===== src/rtl/systolic_seq_ctrl.sv =====
// Phase sequencer for a ROWS x COLS WS/OS systolic array: clear, weight load, compute, readout.
// All array-facing outputs are registered decodes of the next state and counter.
module systolic_seq_ctrl #(
    parameter int unsigned ROWS      = 4,
    parameter int unsigned COLS      = 4,
    parameter int unsigned LEN_WIDTH = 8,
    parameter int unsigned CNT_WIDTH = 10
) (
    input  logic                     clk,
    input  logic                     rst_n,
    input  logic                     start,
    input  logic                     mode_sel,
    input  logic [LEN_WIDTH-1:0]     k_len,
    input  logic                     abort,
    output logic [1:0]               mode_ctrl,
    output logic                     weight_clr,
    output logic                     ld_en,
    output logic [$clog2(ROWS)-1:0]  ld_row,
    output logic                     feed_en,
    output logic [LEN_WIDTH-1:0]     feed_idx,
    output logic                     out_valid,
    output logic                     acc_valid,
    output logic                     busy,
    output logic                     done
);

    localparam int unsigned RowW = $clog2(ROWS);
    localparam logic [CNT_WIDTH-1:0] Skew = CNT_WIDTH'(ROWS + COLS - 2);
    localparam longint unsigned MaxCnt = (longint'(1) << LEN_WIDTH) - longint'(1)
                                         + longint'(ROWS) + longint'(COLS) - longint'(2);

    if (MaxCnt >= (longint'(1) << CNT_WIDTH)) begin : g_cnt_width_check
        $error("systolic_seq_ctrl: CNT_WIDTH cannot hold k_len_max + ROWS + COLS - 2");
    end

    typedef enum logic [2:0] {
        StIdle, StClear, StLoad, StCompute, StRead, StDone
    } state_e;

    state_e                 state_q, state_d;
    logic [CNT_WIDTH-1:0]   cnt_q, cnt_d;
    logic                   os_q, os_d;
    logic [LEN_WIDTH-1:0]   klen_q, klen_d;
    logic [CNT_WIDTH-1:0]   last_c;

    // Wraps correctly even when ROWS + COLS == 2 because k_len is never 0 here.
    assign last_c = CNT_WIDTH'(klen_q) + Skew - CNT_WIDTH'(1);

    always_comb begin
        state_d = state_q;
        cnt_d   = cnt_q;
        os_d    = os_q;
        klen_d  = klen_q;
        unique case (state_q)
            StIdle: begin
                if (start && (k_len != '0)) begin
                    os_d    = mode_sel;
                    klen_d  = k_len;
                    cnt_d   = '0;
                    state_d = StClear;
                end
            end
            StClear: begin
                state_d = os_q ? StCompute : StLoad;
                cnt_d   = os_q ? '0 : CNT_WIDTH'(ROWS - 1);
            end
            StLoad: begin
                if (cnt_q == '0) begin
                    state_d = StCompute;
                end else begin
                    cnt_d = cnt_q - CNT_WIDTH'(1);
                end
            end
            StCompute: begin
                if (cnt_q == last_c) begin
                    state_d = os_q ? StRead : StDone;
                    cnt_d   = '0;
                end else begin
                    cnt_d = cnt_q + CNT_WIDTH'(1);
                end
            end
            StRead:  state_d = StDone;
            StDone:  state_d = StIdle;
            default: state_d = StIdle;
        endcase
        if (abort && (state_q != StIdle)) begin
            state_d = StIdle;
            cnt_d   = '0;
        end
    end

    logic [1:0]           mode_ctrl_d;
    logic                 ld_en_d, feed_en_d;
    logic [RowW-1:0]      ld_row_d;
    logic [LEN_WIDTH-1:0] feed_idx_d;

    always_comb begin
        mode_ctrl_d = 2'b00;
        ld_en_d     = 1'b0;
        ld_row_d    = '0;
        feed_en_d   = 1'b0;
        feed_idx_d  = '0;
        unique case (state_d)
            StLoad: begin
                mode_ctrl_d = 2'b01;
                ld_en_d     = 1'b1;
                ld_row_d    = cnt_d[RowW-1:0];
            end
            StCompute: begin
                mode_ctrl_d = os_d ? 2'b10 : 2'b11;
                feed_en_d   = cnt_d < CNT_WIDTH'(klen_d);
                feed_idx_d  = feed_en_d ? cnt_d[LEN_WIDTH-1:0] : '0;
            end
            StRead:  mode_ctrl_d = 2'b10;
            default: mode_ctrl_d = 2'b00;
        endcase
    end

    always_ff @(posedge clk or negedge rst_n) begin
        if (!rst_n) begin
            state_q    <= StIdle;
            cnt_q      <= '0;
            os_q       <= 1'b0;
            klen_q     <= '0;
            mode_ctrl  <= 2'b00;
            weight_clr <= 1'b0;
            ld_en      <= 1'b0;
            ld_row     <= '0;
            feed_en    <= 1'b0;
            feed_idx   <= '0;
            out_valid  <= 1'b0;
            acc_valid  <= 1'b0;
            busy       <= 1'b0;
            done       <= 1'b0;
        end else begin
            state_q    <= state_d;
            cnt_q      <= cnt_d;
            os_q       <= os_d;
            klen_q     <= klen_d;
            mode_ctrl  <= mode_ctrl_d;
            weight_clr <= (state_d == StClear);
            ld_en      <= ld_en_d;
            ld_row     <= ld_row_d;
            feed_en    <= feed_en_d;
            feed_idx   <= feed_idx_d;
            out_valid  <= (state_d == StCompute) && !os_d && (cnt_d >= Skew);
            acc_valid  <= (state_d == StRead);
            busy       <= (state_d != StIdle);
            done       <= (state_d == StDone);
        end
    end

endmodule


===== config.mk =====
export PLATFORM = sky130hd
export DESIGN_NAME = systolic_seq_ctrl
export DESIGN_NICKNAME = d
export VERILOG_FILES = /design/src/rtl/systolic_seq_ctrl.sv
export SDC_FILE = /design/constraint.sdc
export NUM_CORES = 1
export LEC_CHECK = 0
export ABC_AREA = 1
export CAP_MARGIN = 10
export CORE_MARGIN = 5
export CORE_UTILIZATION = 61
export CTS_CLUSTER_SIZE = 30
export DETAILED_ROUTE_END_ITERATION = 16
export PLACE_DENSITY = 0.86
export REMOVE_ABC_BUFFERS = 1
export SLEW_MARGIN = 10
export SYNTH_ARGS = -nofsm -noshare
export SYNTH_HDL_FRONTEND = slang
export SYNTH_SLANG_ARGS = --single-unit

===== constraint.sdc =====
create_clock -name clk -period 7.25 [get_ports clk]
set_input_delay 0.725 -clock clk [delete_from_list [all_inputs] [get_ports clk]]
set_output_delay 0.725 -clock clk [all_outputs]
set_load 0.01 [all_outputs]

==> results.json, run 1 <==
{
  "final_area_mm2": 0.00323,
  "synthCells": 390,
  "grt_pass1_vias": 2534,
  "slowest_stage": "dfrtp_1",
  "drt-initial-drc-count": 324,
  "synth-warning-count": 0,
  "drive_gt1_share_pct": 10.7,
  "netlist_area_mm2": 0.00280,
  "fin_nets": 442,
  "p_leak_nw": 1.70,
  "postCtsSetupRepairBufs": 0,
  "cts_buffers": 5,
  "multiInputGateArea_mm2": 0.00147,
  "hold_viol_final": 0,
  "p_clk_share_pct": 13.1,
  "synth_cell_types": 37,
  "rsz0062_at_grt": "no",
  "final_common_cell": "nand2_1",
  "first_pass_iters": 5,
  "hp-class": "primary input to async pin",
  "cp.required_ps": 7460,
  "htree_levels": 2,
  "cpMostUsedCell": "nand2_1",
  "core-area_mm2": 0.00441,
  "finalNonFillerCells": 473,
  "dp_hpwl_um": 6040,
  "worst_setup_path_start_kind": "flip-flop",
  "ctsResizeCount": 0,
  "vdd_drop_max_mv": 0.320,
  "cpLargestDelayFamily": "simple AND/OR/NAND/NOR gates",
  "post_dp_cell_area_mm2": 0.00311,
  "grt_max_degree": 42,
  "routed_wl_um": 7800,
  "p_seq_share_pct": 26.5,
  "synth-seq-cells": 41,
  "areaGrowthSynthToFinish_pct": 15.3,
  "p_switching_w": 0.000746,
  "gr-total-overflow": 0,
  "layout_common_cells": "nand2_1, inv_1, dfrtp_1",
  "initial_utilization_pct": 63.4,
  "ff_latch_area_mm2": 0.00103,
  "nFillCells": 358,
  "p_comb_share_pct": 60.4,
  "antenna_found_initial": 0,
  "hold_ws_ps": 543,
  "synth_ff_type": "dfrtp_1",
  "synth-edff-count": 0,
  "end_kind": "flip-flop",
  "place_inst": 465,
  "max_freq_mhz": 280,
  "finalSetupTns_ps": 0,
  "synth_seq_area_share_pct": 36.7,
  "clkLatencyLatePin_ps": 290,
  "async_flop_share_pct": 100,
  "grt_pass1_wl_um": 12800,
  "worstPathCellList": "inv_1, ha_1, nand3_2, nor2_2, nand3_2, nand3_1, inv_1, nand2_1, inv_1, nand2_1, nand2_1, nand3_1, nand3_1, nand2_1, inv_1, ha_1, a21oi_1, nand2_1, nor2_1, nand3_4, nor2_1",
  "worst_pin_slew_ps": 872,
  "io_buffer_count": 31,
  "switching_share_pct": 51.2,
  "avgRoutedWirePerCell_um": 16.5,
  "dieArea_mm2": 0.00604,
  "dieHeight_um": 77.7,
  "path_clk_slew_ps": 80,
  "synth_area_per_cell_um2": 7.17,
  "setup_viol": 0,
  "cp.arrival_ps": 3780,
  "power_density_mw_per_mm2": 452,
  "power.internal_w": 0.000712,
  "cts_root_buf": "clkbuf_8",
  "clk_path_buf_depth": 2,
  "slew_viol_final": 0,
  "crit_buf_inv": 4,
  "num_vias": 2692,
  "max-cap-violations": 0,
  "drc": 0,
  "holdBufCountCts": 0,
  "slew_headroom_pct": 41.9,
  "cts_sinks": 41,
  "critPathMaxFanout": 12,
  "status": "completed",
  "grt_usage_pct": 26.4,
  "min_period_ps": 3570,
  "die_x_um": 77.7,
  "viasPerCell": 5.69,
  "critical_path_class": "flip-flop to flip-flop",
  "period_share_pct": 49.2,
  "cts_tree": "done",
  "drtAntennaViolNets": 0,
  "antenna_cells": 0,
  "place_congestion": 1.00,
  "rows": 24,
  "ioPinCount": 32,
  "cpPeakStageDelay_ps": 550,
  "clock_skew_ps": 10.4
}
[cells in the mapped netlist (2+ instances only)]
library cell,number,area (um^2)
nand2_1,93,349
inv_1,55,206
dfrtp_1,41,1030
nand3_1,37,185
nor2_1,35,131
a21oi_1,23,115
o21ai_0,14,70.1
nand4_1,11,68.8
nand2_2,10,62.6
ha_1,9,113
nor3_1,7,35.0
xor2_1,6,52.6
inv_2,5,18.8
nor2_2,5,31.3
or2_2,5,31.3
buf_4,4,30.0
nor4_1,3,18.8
buf_6,2,22.5
nand3_2,2,20.0
nand3b_1,2,15.0
nor2_4,2,22.5
nor3_4,2,32.5
or2_0,2,12.5
xnor2_1,2,17.5
[worst paths after layout]
| path | cells after the start | slack (ps) | end | from |
|---|---|---|---|---|
| worst max-delay path | 21 | 3680 | feed_idx[4] | cnt_q[0] |
| worst min-delay path | 1 | 540 | weight_clr | rst_n |
| worst max register to register | 21 | 3680 | feed_idx[4] | cnt_q[0] |
| worst min register to register | 2 | 650 | os_q | os_q |
| max in group asynchronous | 1 | 6160 | mode_ctrl[1] | rst_n |
| min in group clk | 2 | 650 | os_q | os_q |
[routing by layer]
metal  vias to the layer above  wire length, um  GRT usage, %
met4                         0              189          8.42
met2                       120             3650          41.7
met5                         -                0             0
met3                        15              529          3.94
li1                       1306                -             -
met1                      1251             3430          37.4
[through the flow]
stage	utilization, %	total power (W)	worst slack [ps]
after detailed placement	70.4	0.00125	3810
after CTS	73.1	0.00144	3760
final	73.1	0.00146	3680
after global routing	73.1	0.00158	3440
after floorplan	-	0.000993	4500
after global placement	70.4	0.00123	3880
[registers in the layout, indices dropped and copies added (netlist names)]
name,cells
out_valid,1
ld_row,2
busy,1
ld_en,1
feed_idx,8
feed_en,1
acc_valid,1
os_q,1
klen_q,8
mode_ctrl,2
cnt_q,10
weight_clr,1
state_q,3
done,1
[cell families after synthesis]
kind of cell / count (synthesis) / synth area share (%)
and+or+nand+nor: 220 / 38.3
buffers and inverters: 70 / 10.6
AOI/OAI and AO/OA: 42 / 7.83
DFF: 41 / 36.7
adders and majority gates: 9 / 4.03
xor gates and xnor gates: 8 / 2.51
[layout make-up]
cell class	count	share of cell area [%]
repair buffers	31	9.46
clock inverters	2	1.16
clock buffers	6	2.56
flip-flops and latches	41	31.8
well taps	52	2.02
inverters	62	7.33
multi-input cells	279	45.7
[power by group through the flow]
stage / Clock (W) / Combinational (W) / Sequential, W
finish: 0.000190 / 0.000881 / 0.000387
detailed placement: 0 / 0.000861 / 0.000387
global placement: 0 / 0.000838 / 0.000387
global route: 0.000205 / 0.000978 / 0.000395
floorplan: 0 / 0.000620 / 0.000374
CTS: 0.000190 / 0.000868 / 0.000383
No activity file was read; power rests on OpenSTA's default activity.
==> run 2, diff against run 1 <==
--- a/config.mk
+++ b/config.mk
@@ -8,10 +8,10 @@
 export ABC_AREA = 1
 export CAP_MARGIN = 10
 export CORE_MARGIN = 5
-export CORE_UTILIZATION = 61
+export CORE_UTILIZATION = 57
 export CTS_CLUSTER_SIZE = 30
 export DETAILED_ROUTE_END_ITERATION = 16
-export PLACE_DENSITY = 0.86
+export PLACE_DENSITY = 0.81
 export REMOVE_ABC_BUFFERS = 1
 export SLEW_MARGIN = 10
 export SYNTH_ARGS = -nofsm -noshare
==> constraint.sdc (replaced) <==
create_clock -name clk -period 3.59 [get_ports clk]
set_input_delay 0.359 -clock clk [delete_from_list [all_inputs] [get_ports clk]]
set_output_delay 0.359 -clock clk [all_outputs]
set_load 0.01 [all_outputs]
==> run 2 against run 1 <==
  * Total power is 100% higher
  * Fmax rose by 11%
  * Die area increased by 6.1%
  * Clock skew decreased by 6.2 ps
  * Global-route usage is 0.30 points lower
  * Clock power grew 100%
  * Largest cell class unchanged
  * Combinational power increased by 100%
  * Hold slack got worse by 370 ps
  * Routed wire length decreased by 2.7%
  * Setup slack worse by 3300 ps
==> results.json, run 2 (same netlist as run 1, synthesis figures left out) <==
{
  "status": "completed",
  "cts_root_buf": "clkbuf_8",
  "postCtsSetupRepairBufs": 0,
  "fin_util_pct": 68.9,
  "viasPerCell": 5.51,
  "worstSetupStartpoint": "cnt_q[0]",
  "end_kind": "flip-flop",
  "cts_buffers": 5,
  "r2r_start": "cnt_q[0]",
  "place_inst": 484,
  "hold_viol_final": 0,
  "reg2reg_depth": 23,
  "min_period_ps": 3220,
  "nFillCells": 417,
  "antenna_found_initial": 0,
  "clkLatencyLatePin_ps": 290,
  "slew_headroom_pct": 42.7,
  "antenna_cells": 0,
  "top_regs": "cnt_q (10), feed_idx (8), klen_q (8)",
  "drive_gt1_share_pct": 12.2,
  "num_vias": 2711,
  "vdd_drop_max_mv": 0.562,
  "fin_nets": 446,
  "place_congestion": 1.03,
  "p_leak_nw": 1.72,
  "critPathMaxFanout": 12,
  "critical_path_class": "flip-flop to flip-flop",
  "period_share_pct": 89.8,
  "path_clk_slew_ps": 80,
  "avgRoutedWirePerCell_um": 15.4,
  "core-area_mm2": 0.00475,
  "clk_path_buf_depth": 2,
  "slew_viol_final": 0,
  "io_buffer_count": 31,
  "rows": 25,
  "worst_setup_path_start_kind": "flip-flop",
  "drtAntennaViolNets": 0,
  "drt-initial-drc-count": 355,
  "worst_pin_slew_ps": 860,
  "finalNonFillerCells": 492,
  "final_common_cell": "nand2_1",
  "worst_r2r_endpoint": "feed_idx[2]",
  "grt_pass1_wl_um": 12900,
  "max-cap-violations": 0,
  "routed_wl_um": 7590,
  "die_x_um": 80.0,
  "max_freq_mhz": 310,
  "grt_max_degree": 42,
  "dieHeight_um": 80.0,
  "cp.arrival_ps": 3400,
  "dieArea_mm2": 0.00641,
  "final_area_mm2": 0.00328,
  "cp.required_ps": 3770,
  "initial_utilization_pct": 58.8,
  "areaGrowthSynthToFinish_pct": 17.1,
  "gr-total-overflow": 0,
  "ioPinCount": 32,
  "first_pass_iters": 6,
  "layout_common_cells": "nand2_1, inv_1, dfrtp_1",
  "dp_hpwl_um": 5860,
  "cts_sinks": 41,
  "regMostFlops": "cnt_q",
  "grt_pass1_vias": 2642,
  "cts_tree": "done",
  "r2r_setup_slack_ps": 370,
  "grt_usage_pct": 26.1,
  "power_density_mw_per_mm2": 899,
  "drc": 0,
  "post_dp_cell_area_mm2": 0.00315,
  "hp-class": "primary input to async pin",
  "largest_reg_flops": 10,
  "htree_levels": 2,
  "rsz0062_at_grt": "no",
  "setup_viol": 0,
  "finalSetupTns_ps": 0,
  "clock_skew_ps": 4.15
}
run 2: changes by cell type in the layout (fill, tap and decap cells not counted):
cell | before | now
dfrtp_1 | 41 | 40
dfrtp_2 | 0 | 1
inv_2 | 5 | 7
inv_1 | 55 | 53
buf_4 | 0 | 4
run 2: layout make-up:
cell class,instances,area (um^2),share of cell area [%]
well taps,67,83.8,2.56
multi-input cells,279,1470,45.0
clock inverters,2,37.5,1.15
inverters,62,236,7.22
repair buffers,35,335,10.2
clock buffers,6,82.6,2.52
flip-flops and latches,41,1030,31.4
run 2: report_power, final:
group	internal [W]	switching [W]	total, W
clock	0.000226	0.000161	0.000387
sequential	0.000609	0.000165	0.000774
combinational	0.000619	0.00117	0.00178
run 2: critical path, cell delays in order, from the launching register on:
cell,delay [ps]
dfrtp_2,510
inv_2,140
ha_1,220
nand3_2,130
nor2_2,180
nand3_2,180
nand3_1,140
inv_1,60
nand2_1,80
inv_1,70
nand2_1,70
nand2_1,50
nand3_1,70
nand3_1,70
nand2_1,120
inv_1,90
ha_1,290
nand2_1,70
inv_1,70
nand4_1,90
nor2_1,120
nand2_1,110
nand3_4,140
nor2_1,60
run 2: what timing repair did:
action,CTS,global route
hold buffers,0,0
endpoints found under the setup margin,0,9
gates resized for setup,0,3
run 2: worst max path at each step:
stage               slack, ps  cells after the start          end
floorplan                 840                     21  feed_idx[0]
global route                7                     25  feed_idx[1]
detailed placement        300                     21  feed_idx[2]
CTS                       270                     21  feed_idx[2]
finish                    370                     23  feed_idx[2]
global placement          390                     20  feed_idx[1]
run 2: metrics by stage:
| step | power, W | hold slack [ps] | setup WS (ps) |
|---|---|---|---|
| after global placement | 0.00250 | 515 | 385 |
| after detailed placement | 0.00253 | 519 | 297 |
| final | 0.00295 | 172 | 368 |
| after global routing | 0.00323 | 253 | 6.84 |
| after CTS | 0.00293 | 203 | 266 |
| after floorplan | 0.00201 | 63.4 | 843 |
run 2: routing by layer:
layer  share of wire, %  GRT usage, %  wire (um)
met5                  0             0          0
met1                 42          35.7       3190
met2                 48          41.3       3640
met3                8.3          4.63        627
met4                1.8          9.29        140
==> run 3, diff against run 2 <==
--- a/config.mk
+++ b/config.mk
@@ -13,7 +13,7 @@
 export DETAILED_ROUTE_END_ITERATION = 16
 export PLACE_DENSITY = 0.81
 export REMOVE_ABC_BUFFERS = 1
-export SLEW_MARGIN = 10
+export SLEW_MARGIN = 40
 export SYNTH_ARGS = -nofsm -noshare
 export SYNTH_HDL_FRONTEND = slang
 export SYNTH_SLANG_ARGS = --single-unit
==> run 3 against run 2 <==
  * Clock power about the same
  * Die area unchanged
  * Cell area about the same
==> results.json, run 3 (same netlist as run 1, synthesis figures left out) <==
{
  "end_kind": "flip-flop",
  "num_vias": 2718,
  "hold_ws_ps": 21.8,
  "rsz0062_at_grt": "no",
  "initial_utilization_pct": 58.8,
  "areaGrowthSynthToFinish_pct": 17.2,
  "setup_ws_ps": 308,
  "htree_levels": 2,
  "dieHeight_um": 80.0,
  "slew_viol_final": 0,
  "multiInputGateArea_mm2": 0.00147,
  "drtAntennaViolNets": 0,
  "finalSetupTns_ps": 0,
  "fin_nets": 446,
  "final_common_cell": "nand2_1",
  "switching_share_pct": 50.7,
  "hp-class": "primary input to async pin",
  "drc": 0,
  "critPathMaxFanout": 9,
  "avgRoutedWirePerCell_um": 15.7,
  "reg2reg_depth": 23,
  "worst_r2r_endpoint": "feed_idx[2]",
  "ctsResizeCount": 0,
  "rows": 25,
  "critical_path_class": "flip-flop to flip-flop",
  "vdd_drop_max_mv": 0.541,
  "hold_viol_final": 0,
  "antenna_found_initial": 0,
  "cts_buffers": 5,
  "slew_headroom_pct": 66.1,
  "gr-total-overflow": 0,
  "highest_layer": "met4",
  "largest_reg_flops": 10,
  "min_period_ps": 3280,
  "io_buffer_count": 31,
  "max_freq_mhz": 305,
  "crit_buf_inv": 5,
  "clkLatencyLatePin_ps": 300,
  "wl_met3_um": 533,
  "routed_wl_um": 7700,
  "slowest_stage": "dfrtp_1",
  "r2r_start": "cnt_q[1]",
  "cts_tree": "done",
  "cts_root_buf": "clkbuf_8",
  "worst_setup_path_start_kind": "flip-flop",
  "wl_met2_um": 3730,
  "grt_usage_pct": 26.2,
  "drt-initial-drc-count": 367,
  "clk_path_buf_depth": 2,
  "ioPinCount": 32,
  "cpMostUsedCell": "nand2_1",
  "status": "completed",
  "cts_sinks": 41,
  "holdBufCountCts": 0,
  "path_clk_slew_ps": 80,
  "period_share_pct": 91.4,
  "worst_pin_slew_ps": 507,
  "top_regs": "cnt_q (10), feed_idx (8), klen_q (8)",
  "worstPathCellList": "inv_1, ha_1, nand3_2, nor2_2, nand3_2, nand3_1, inv_1, nand2_1, inv_1, nand2_1, nand2_1, nand3_1, nand3_1, nand2_1, inv_1, ha_1, nand2_1, inv_1, nand4_1, nor2_1, nand2_1, nand3_4, nor2_1",
  "layout_common_cells": "nand2_1, inv_1, dfrtp_1",
  "core-area_mm2": 0.00475,
  "place_congestion": 1.03,
  "postCtsSetupRepairBufs": 0,
  "drive_gt1_share_pct": 12.0,
  "grt_pass1_vias": 2643,
  "p_total_w": 0.00295,
  "power_density_mw_per_mm2": 901,
  "setup_viol": 0,
  "p_comb_share_pct": 60.7,
  "power.internal_w": 0.00145,
  "die_x_um": 80.0,
  "max-cap-violations": 0,
  "ff_latch_area_mm2": 0.00103,
  "viasPerCell": 5.52,
  "antenna_cells": 0,
  "cp.arrival_ps": 3470,
  "p_switching_w": 0.00150,
  "p_clk_share_pct": 13.1,
  "cpPeakStageDelay_ps": 430,
  "cp.required_ps": 3780,
  "regMostFlops": "cnt_q",
  "p_leak_nw": 1.72,
  "dp_slack_ps": 301,
  "nFillCells": 417,
  "worstSetupStartpoint": "cnt_q[1]",
  "grt_pass1_wl_um": 12900,
  "grt_max_degree": 42,
  "dieArea_mm2": 0.00641,
  "r2r_setup_slack_ps": 310,
  "dp_hpwl_um": 5900,
  "clock_skew_ps": 4.24,
  "p_seq_share_pct": 26.2,
  "met1_length_um": 3310,
  "first_pass_iters": 5,
  "cpLargestDelayFamily": "simple AND/OR/NAND/NOR gates"
}
-- run 3: metal layers --
layer | global-route usage [%] | vias up
met2 | 41.9 | 121
li1 | - | 1319
met1 | 36.4 | 1268
met3 | 4.29 | 10
met5 | 0 | -
met4 | 8.28 | 0
-- run 3: final cells by class --
cell class,count,share of cell area (%)
Clock buffer,6,2.52
Inverter,62,7.21
Timing Repair Buffer,35,10.3
Clock inverter,2,1.15
Tap cell,67,2.56
Sequential cell,41,31.3
Multi-Input combinational cell,279,44.9
-- run 3: through the flow --
stage	area (um^2)	std cells	utilization [%]
finish	3280	492	68.9
detailed placement	3160	484	66.4
global route	3280	492	68.9
CTS	3280	492	68.9
floorplan	2740	382	-
global placement	3150	484	66.3
-- run 3: power groups by stage --
stage	registers [W]	clock network [W]	logic (W)
2_1_floorplan	0.000754	0	0.00125
3_3_place_gp	0.000769	0	0.00173
3_5_place_dp	0.000773	0	0.00176
4_1_cts	0.000764	0.000396	0.00177
5_1_grt	0.000793	0.000414	0.00202
6_report	0.000775	0.000387	0.00179
-- run 3: worst max path at each step --
stage | cells after the start | slack, ps | end
final | 23 | 310 | feed_idx[2]
after global routing | 23 | 3 | feed_idx[1]
after CTS | 21 | 270 | feed_idx[2]
after detailed placement | 23 | 300 | feed_idx[2]
after global placement | 20 | 390 | feed_idx[1]
after floorplan | 21 | 840 | feed_idx[0]
==> RTL change 1, RTL diff (flow settings as in run 2) <==
The parameter `CNT_WIDTH` goes from 10 to 20.
--- a/src/rtl/systolic_seq_ctrl.sv
+++ b/src/rtl/systolic_seq_ctrl.sv
@@ -5,5 +5,5 @@
     parameter int unsigned COLS      = 4,
     parameter int unsigned LEN_WIDTH = 8,
-    parameter int unsigned CNT_WIDTH = 10
+    parameter int unsigned CNT_WIDTH = 20
 ) (
     input  logic                     clk,
Behaviour: same outputs for any inputs over 10 cycles, from zero or initial values and one cycle with rst_n low; that may be too few to reach the edited logic, so the function may still have changed.
==> RTL change 1 against run 2 <==
Critical path depth shrank 2; setup slack lost 0.014 ns; synthesized area grew 48%; clock power shrank 5%; sequential cell count grew 10; total power grew 63%; wire length grew 71%; final area grew 41%.
==> RTL change 1: results (changes against run 2) <==
Drt
  – Met2 wire len: 5.59 mm (+54%)
  – DR top layer: met4
  – DRT met1 WL: 5.62 mm (+76%)
  – WL/cell: 17.2 um (+11%)
  – DR iter-0 viols: 436 (+23%)
  – Met3 WL: 1.40 mm (+120%)
  – Drt via density: 5.84 (+5.9%)

Global routing
  – First-pass GRT wire length: 21.1 mm (+64%)
  – Vias in the first global route: 4143 (+57%)
  – All-Layer GR Usage: 30.4% (+4.4 points)
  – Largest net degree at the start of global routing: 52 (+24%)
  – Initial antenna violation count: 0 (unchanged)

Critical path
  – Largest fanout on the critical path: 9 (-3)
  – Top delay family on crit path: simple AND/OR/NAND/NOR gates
  – Slowest stage cell, crit path: dfrtp_2
  – Crit path arrival time: 3.49 ns (+0.09 ns)
  – CP peak stage delay: 0.48 ns (-0.03 ns)
  – Crit path kind: reg -> reg

Synthesis
  – Seq/Total Area, Yosys: 30.9% (-5.8 points)
  – Synth top area cells: dfrtp_1, nand2_1, nand3_1, inv_1, nor2_1
  – Top cells by count, synth: nand2_1, inv_1, nand3_1, nor2_1, dfrtp_1
  – Synth warnings: 0 (unchanged)
  – Synth unique cells: 35 (-5.4%)
  – Fraction of registers with async set/reset: 100% (unchanged)

Cells and area
  – Fillcell total: 635 (+52%)
  – Top reg by flops: cnt_q
  – Antenna diodes: 0 (unchanged)
  – Biggest regs: cnt_q (20), feed_idx (8), klen_q (8)
  – Nets@finish: 677 (+52%)
  – Share of cells above drive strength 1: 13.3% (+1.0 points)

Pwr
  – VDD IR max: 0.000547 V (-2.6%)
  – Pleak: 0.00241 uW (+40%)

Placement
  – Final HPWL DP: 10.1 mm (+72%)
  – Dpl ws: 0.266 ns (-0.0307 ns)
  – Placed cell area: 4510 um2 (+43%)
  – PortBufs: 31 (unchanged)
  – Routability cong.: 1.05 (+2.1%)

CTS
  – CTS buffer count: 5 (unchanged)
  – Clock Latency Late Sink: 0.33 ns (+0.04 ns)
  – Number of setup buffers added after CTS: 0 (unchanged)
  – CTS Buffer Depth: 2 (unchanged)
  – Reg clk slew, reported paths: 0.12 ns (+0.04 ns)
  – CTS Root Cell: clkbuf_8
  – H-tree depth: 2 (unchanged)

STA
  – Clk_skew: 0.0195 ns (+0.0153 ns)
  – Fmax: 309 MHz (-0.44%)
  – Max_slew headroom: 56.9% (+14 points)

Worst hold path
  – Hold Crit Class: in -> async

Flow run
  – Max_cap viols: 0 (unchanged)

Status
  – Status: finished, final reports clean
[RTL change 1: timing repair]
item,4_1_cts,5_1_grt
resized for setup,0,3
hold buffers,0,0
setup endpoints to repair,0,9
[RTL change 1: metal layers]
metal	up-vias	track usage [%]
met3	36	7.66
met4	0	8.89
met1	2039	42.9
met2	243	46.1
met5	-	0
li1	2082	-
[RTL change 1: path summary, 6_finish.rpt]
check                           cells past startpoint          end  startpoint
worst min-delay path                                1     cnt_q[1]       rst_n
min in group clk                                    2         os_q        os_q
worst max register to register                     21  feed_idx[6]    cnt_q[1]
worst max-delay path                               21  feed_idx[6]    cnt_q[1]
worst min register to register                      2         os_q        os_q
max in group asynchronous                           1     cnt_q[1]       rst_n
[RTL change 1: per-stage QoR]
stage	instances	utilization [%]	total power, uW	hold slack (ns)
2_1_floorplan	608	-	3360	0.0634
3_3_place_gp	746	62.8	4290	0.615
3_5_place_dp	746	62.8	4330	0.633
4_1_cts	754	64.1	4700	0.290
5_1_grt	754	64.3	5260	0.106
6_report	754	64.3	4810	0.0501
[RTL change 1: power breakdown]
| part | switching, uW | total (uW) | internal, uW |
|---|---|---|---|
| logic | 2270 | 3360 | 1090 |
| clock network | 227 | 369 | 142 |
| registers | 300 | 1070 | 771 |
[RTL change 1: area by class of cell]
class                      count  area (um2)  area share [%]
timing repair buffer          39         368            7.97
sequential                    51        1280            27.7
multi-input combinational    464        2400            52.0
tap                           99         124            2.68
clock buffer                   5        68.8            1.49
clock inverter                 3        23.8           0.515
inverter                      93         353            7.65
[RTL change 1: cell families (layout without fill, tap and decap cells)]
| family | after synthesis | after routing | share of synthesized area (%) |
|---|---|---|---|
| flip-flops | 51 | 51 | 30.9 |
| XOR/XNOR | 11 | 11 | 2.33 |
| AND/OR/NAND/NOR | 371 | 371 | 43.0 |
| buffers and inverters | 115 | 140 | 11.4 |
| adder cells (fa/ha/maj) | 10 | 10 | 3.03 |
| AO/OA/AOI/OAI | 72 | 72 | 9.38 |
==> RTL change 2, RTL diff (config.mk and constraints of run 2) <==
Without the edit above. Put one more register stage on the output `ld_row`, cleared by the reset. The value now appears one clock later. The other outputs are not delayed to match.
--- a/src/rtl/systolic_seq_ctrl.sv
+++ b/src/rtl/systolic_seq_ctrl.sv
@@ -29,4 +29,6 @@
     localparam longint unsigned MaxCnt = (longint'(1) << LEN_WIDTH) - longint'(1)
                                          + longint'(ROWS) + longint'(COLS) - longint'(2);
+
+    logic [$clog2(ROWS)-1:0] ld_row_s0;
 
     if (MaxCnt >= (longint'(1) << CNT_WIDTH)) begin : g_cnt_width_check
@@ -126,5 +128,5 @@
             weight_clr <= 1'b0;
             ld_en      <= 1'b0;
-            ld_row     <= '0;
+            ld_row_s0  <= '0;
             feed_en    <= 1'b0;
             feed_idx   <= '0;
@@ -141,5 +143,5 @@
             weight_clr <= (state_d == StClear);
             ld_en      <= ld_en_d;
-            ld_row     <= ld_row_d;
+            ld_row_s0  <= ld_row_d;
             feed_en    <= feed_en_d;
             feed_idx   <= feed_idx_d;
@@ -151,4 +153,12 @@
     end
 
+    always_ff @(posedge clk or negedge rst_n) begin
+        if (!rst_n) begin
+            ld_row <= '0;
+        end else begin
+            ld_row <= ld_row_s0;
+        end
+    end
+
 endmodule
 
Check against the original RTL: not equivalent (Yosys sat finds a counterexample within 4 cycles, from zero or initial values and one cycle with rst_n low).
==> RTL change 2 against run 2 <==
Count of clock-buffer cells in the layout did not move; synthesized cell count is 0.51% higher; sequential cell count up 2; final area rose by 1.2%; wire length grew 0.84%; synthesized area increased by 1.2%; utilization increased by 0.36 points; clock skew decreased by 0.00080 ns; setup slack got worse by 0.079 ns; total power is 4.6% lower; clock power increased by 5%; fmax is 2.4% lower; global-route usage is 0.24 points lower.
==> RTL change 2: results (changes against run 2) <==
Status
  – Status: finished, final reports clean

Worst hold path
  – Hold Crit Class: in -> async

Drt
  – Routed WL: 7.65 mm (+0.84%)
  – Router iterations before antenna repair: 5 (-1)
  – Via count: 2730 (+0.70%)
  – DR iter-0 viols: 250 (-30%)

Cells and area
  – Share of cells above drive strength 1: 12.4% (+0.15 points)
  – Fillcell total: 404 (-3.1%)
  – Biggest regs: cnt_q (10), feed_idx (8), klen_q (8)
  – Antenna diodes: 0 (unchanged)
  – Nets@finish: 449 (+0.67%)

STA
  – Clk_skew: 0.00335 ns (-0.000795 ns)
  – Least-Margin Pin Slew: 0.937 ns (+0.0771 ns)

CTS
  – CTS Buffer Depth: 2 (unchanged)
  – CTS buffer count: 5 (unchanged)
  – CTS Root Cell: clkbuf_8
  – Number of setup buffers added after CTS: 0 (unchanged)
  – H-tree depth: 2 (unchanged)
  – Clock Latency Late Sink: about 0.30 ns
  – Post-CTS Resized: 0 (unchanged)
  – Reg clk slew, reported paths: approximately 0.090 ns

Pwr
  – Pleak: 0.00178 uW (+3.1%)
  – VDD IR max: 0.000455 V (-19%)

Synthesis
  – Synth top area cells: dfrtp_1, nand2_1, inv_1, nand3_1, o21ai_0
  – Main combinational cell family by area after synthesis: simple AND/OR/NAND/NOR gates
  – Synth unique cells: 34 (-8.1%)
  – Fraction of registers with async set/reset: 100% (unchanged)
  – Synth Area in Adders: 3.98% (-0.046 points)
  – Synth Area in Compound Gates: 11.3% (+3.4 points)
  – Synth warnings: 0 (unchanged)
  – Synth Area in XOR/XNOR: 1.55% (-0.96 points)
  – Seq/Total Area, Yosys: 38.0% (+1.3 points)
  – Top cells by count, synth: nand2_1, inv_1, dfrtp_1, nand3_1, nor2_1
  – Most common flop cell mapped by yosys: dfrtp_1
  – Mux share of post-synthesis cell area: 0% (unchanged)

Global routing
  – Vias in the first global route: 2609 (-1.2%)
  – All-Layer GR Usage: 25.8% (-0.24 points)
  – Largest net degree at the start of global routing: 44 (+4.8%)
  – First-pass GRT wire length: 12.7 mm (-1.6%)
  – Initial antenna violation count: 0 (unchanged)

Critical path
  – Reg2reg start: cnt_q[1]
  – Crit path kind: reg -> reg
  – RR Endpoint: feed_idx[7]
  – CP peak stage delay: 0.47 ns (-0.04 ns)
  – R2r setup slk: 0.29 ns (-0.08 ns)
  – Crit path arrival time: 3.54 ns (+0.14 ns)
  – Slowest stage cell, crit path: dfrtp_2
  – Largest fanout on the critical path: 9 (-3)
  – R2R cell count: 21 (-8.7%)
  – Top delay family on crit path: simple AND/OR/NAND/NOR gates

Placement
  – Final HPWL DP: 5.74 mm (-2.1%)
  – Routability cong.: 1.03 (about the same)
  – PortBufs: 31 (unchanged)
==> RTL change 2: how the worst min path moves through the flow <==
stage / depth (start not counted) / endpoint
after detailed placement: 0 / ld_row[0]
after CTS: 1 / cnt_q[4]
final: 1 / cnt_q[4]
after global placement: 0 / ld_row[1]
after global routing: 1 / cnt_q[4]
after floorplan: 0 / acc_valid
==> RTL change 2: per-stage QoR <==
| stage | power [uW] | std cells | worst slack (ns) | hold WS [ns] | instance area [um2] |
|---|---|---|---|---|---|
| 6_report | 2810 | 495 | 0.289 | 0.190 | 3310 |
| 5_1_grt | 3050 | 495 | 0.0130 | 0.258 | 3310 |
| 4_1_cts | 2790 | 495 | 0.330 | 0.212 | 3310 |
| 3_5_place_dp | 2370 | 487 | 0.336 | 0.340 | 3190 |
| 3_3_place_gp | 2340 | 487 | 0.331 | 0.335 | 3190 |
| 2_1_floorplan | 1900 | 384 | 0.789 | 0.0634 | 2770 |
==> RTL change 2: metal layers <==
metal	vias to the layer above	part of all wire (%)	track usage, %	routed length [um]
met2	120	44	37.9	3380
met3	21	8.0	4.60	611
met4	0	2.7	9.80	205
met1	1267	45	37.8	3460
met5	-	0	0	0
li1	1322	-	-	-
==> RTL change 2: power by group <==
part / internal, uW / total (uW) / switching, uW
sequential: 628 / 742 / 114
combinational: 563 / 1660 / 1100
clock: 229 / 406 / 178
total: 1420 / 2810 / 1390
==> RTL change 2: cell type report <==
| class | instances | area (um2) | share of cell area, % |
|---|---|---|---|
| tap | 67 | 83.8 | 2.53 |
| clock buffer | 6 | 82.6 | 2.49 |
| multi-input combinational | 270 | 1420 | 42.9 |
| inverter | 71 | 267 | 8.04 |
| timing repair buffer | 36 | 343 | 10.3 |
| clock inverter | 2 | 38.8 | 1.17 |
| sequential | 43 | 1080 | 32.5 |
==> RTL change 2: cell families (layout without fill, tap and decap cells) <==
family          Yosys count  count (layout)
compound gates           58              58
xor+xnor                  5               5
fa+ha+maj                 9               9
buf+inv                  79             115
flops                    43              43
simple gates            198             198
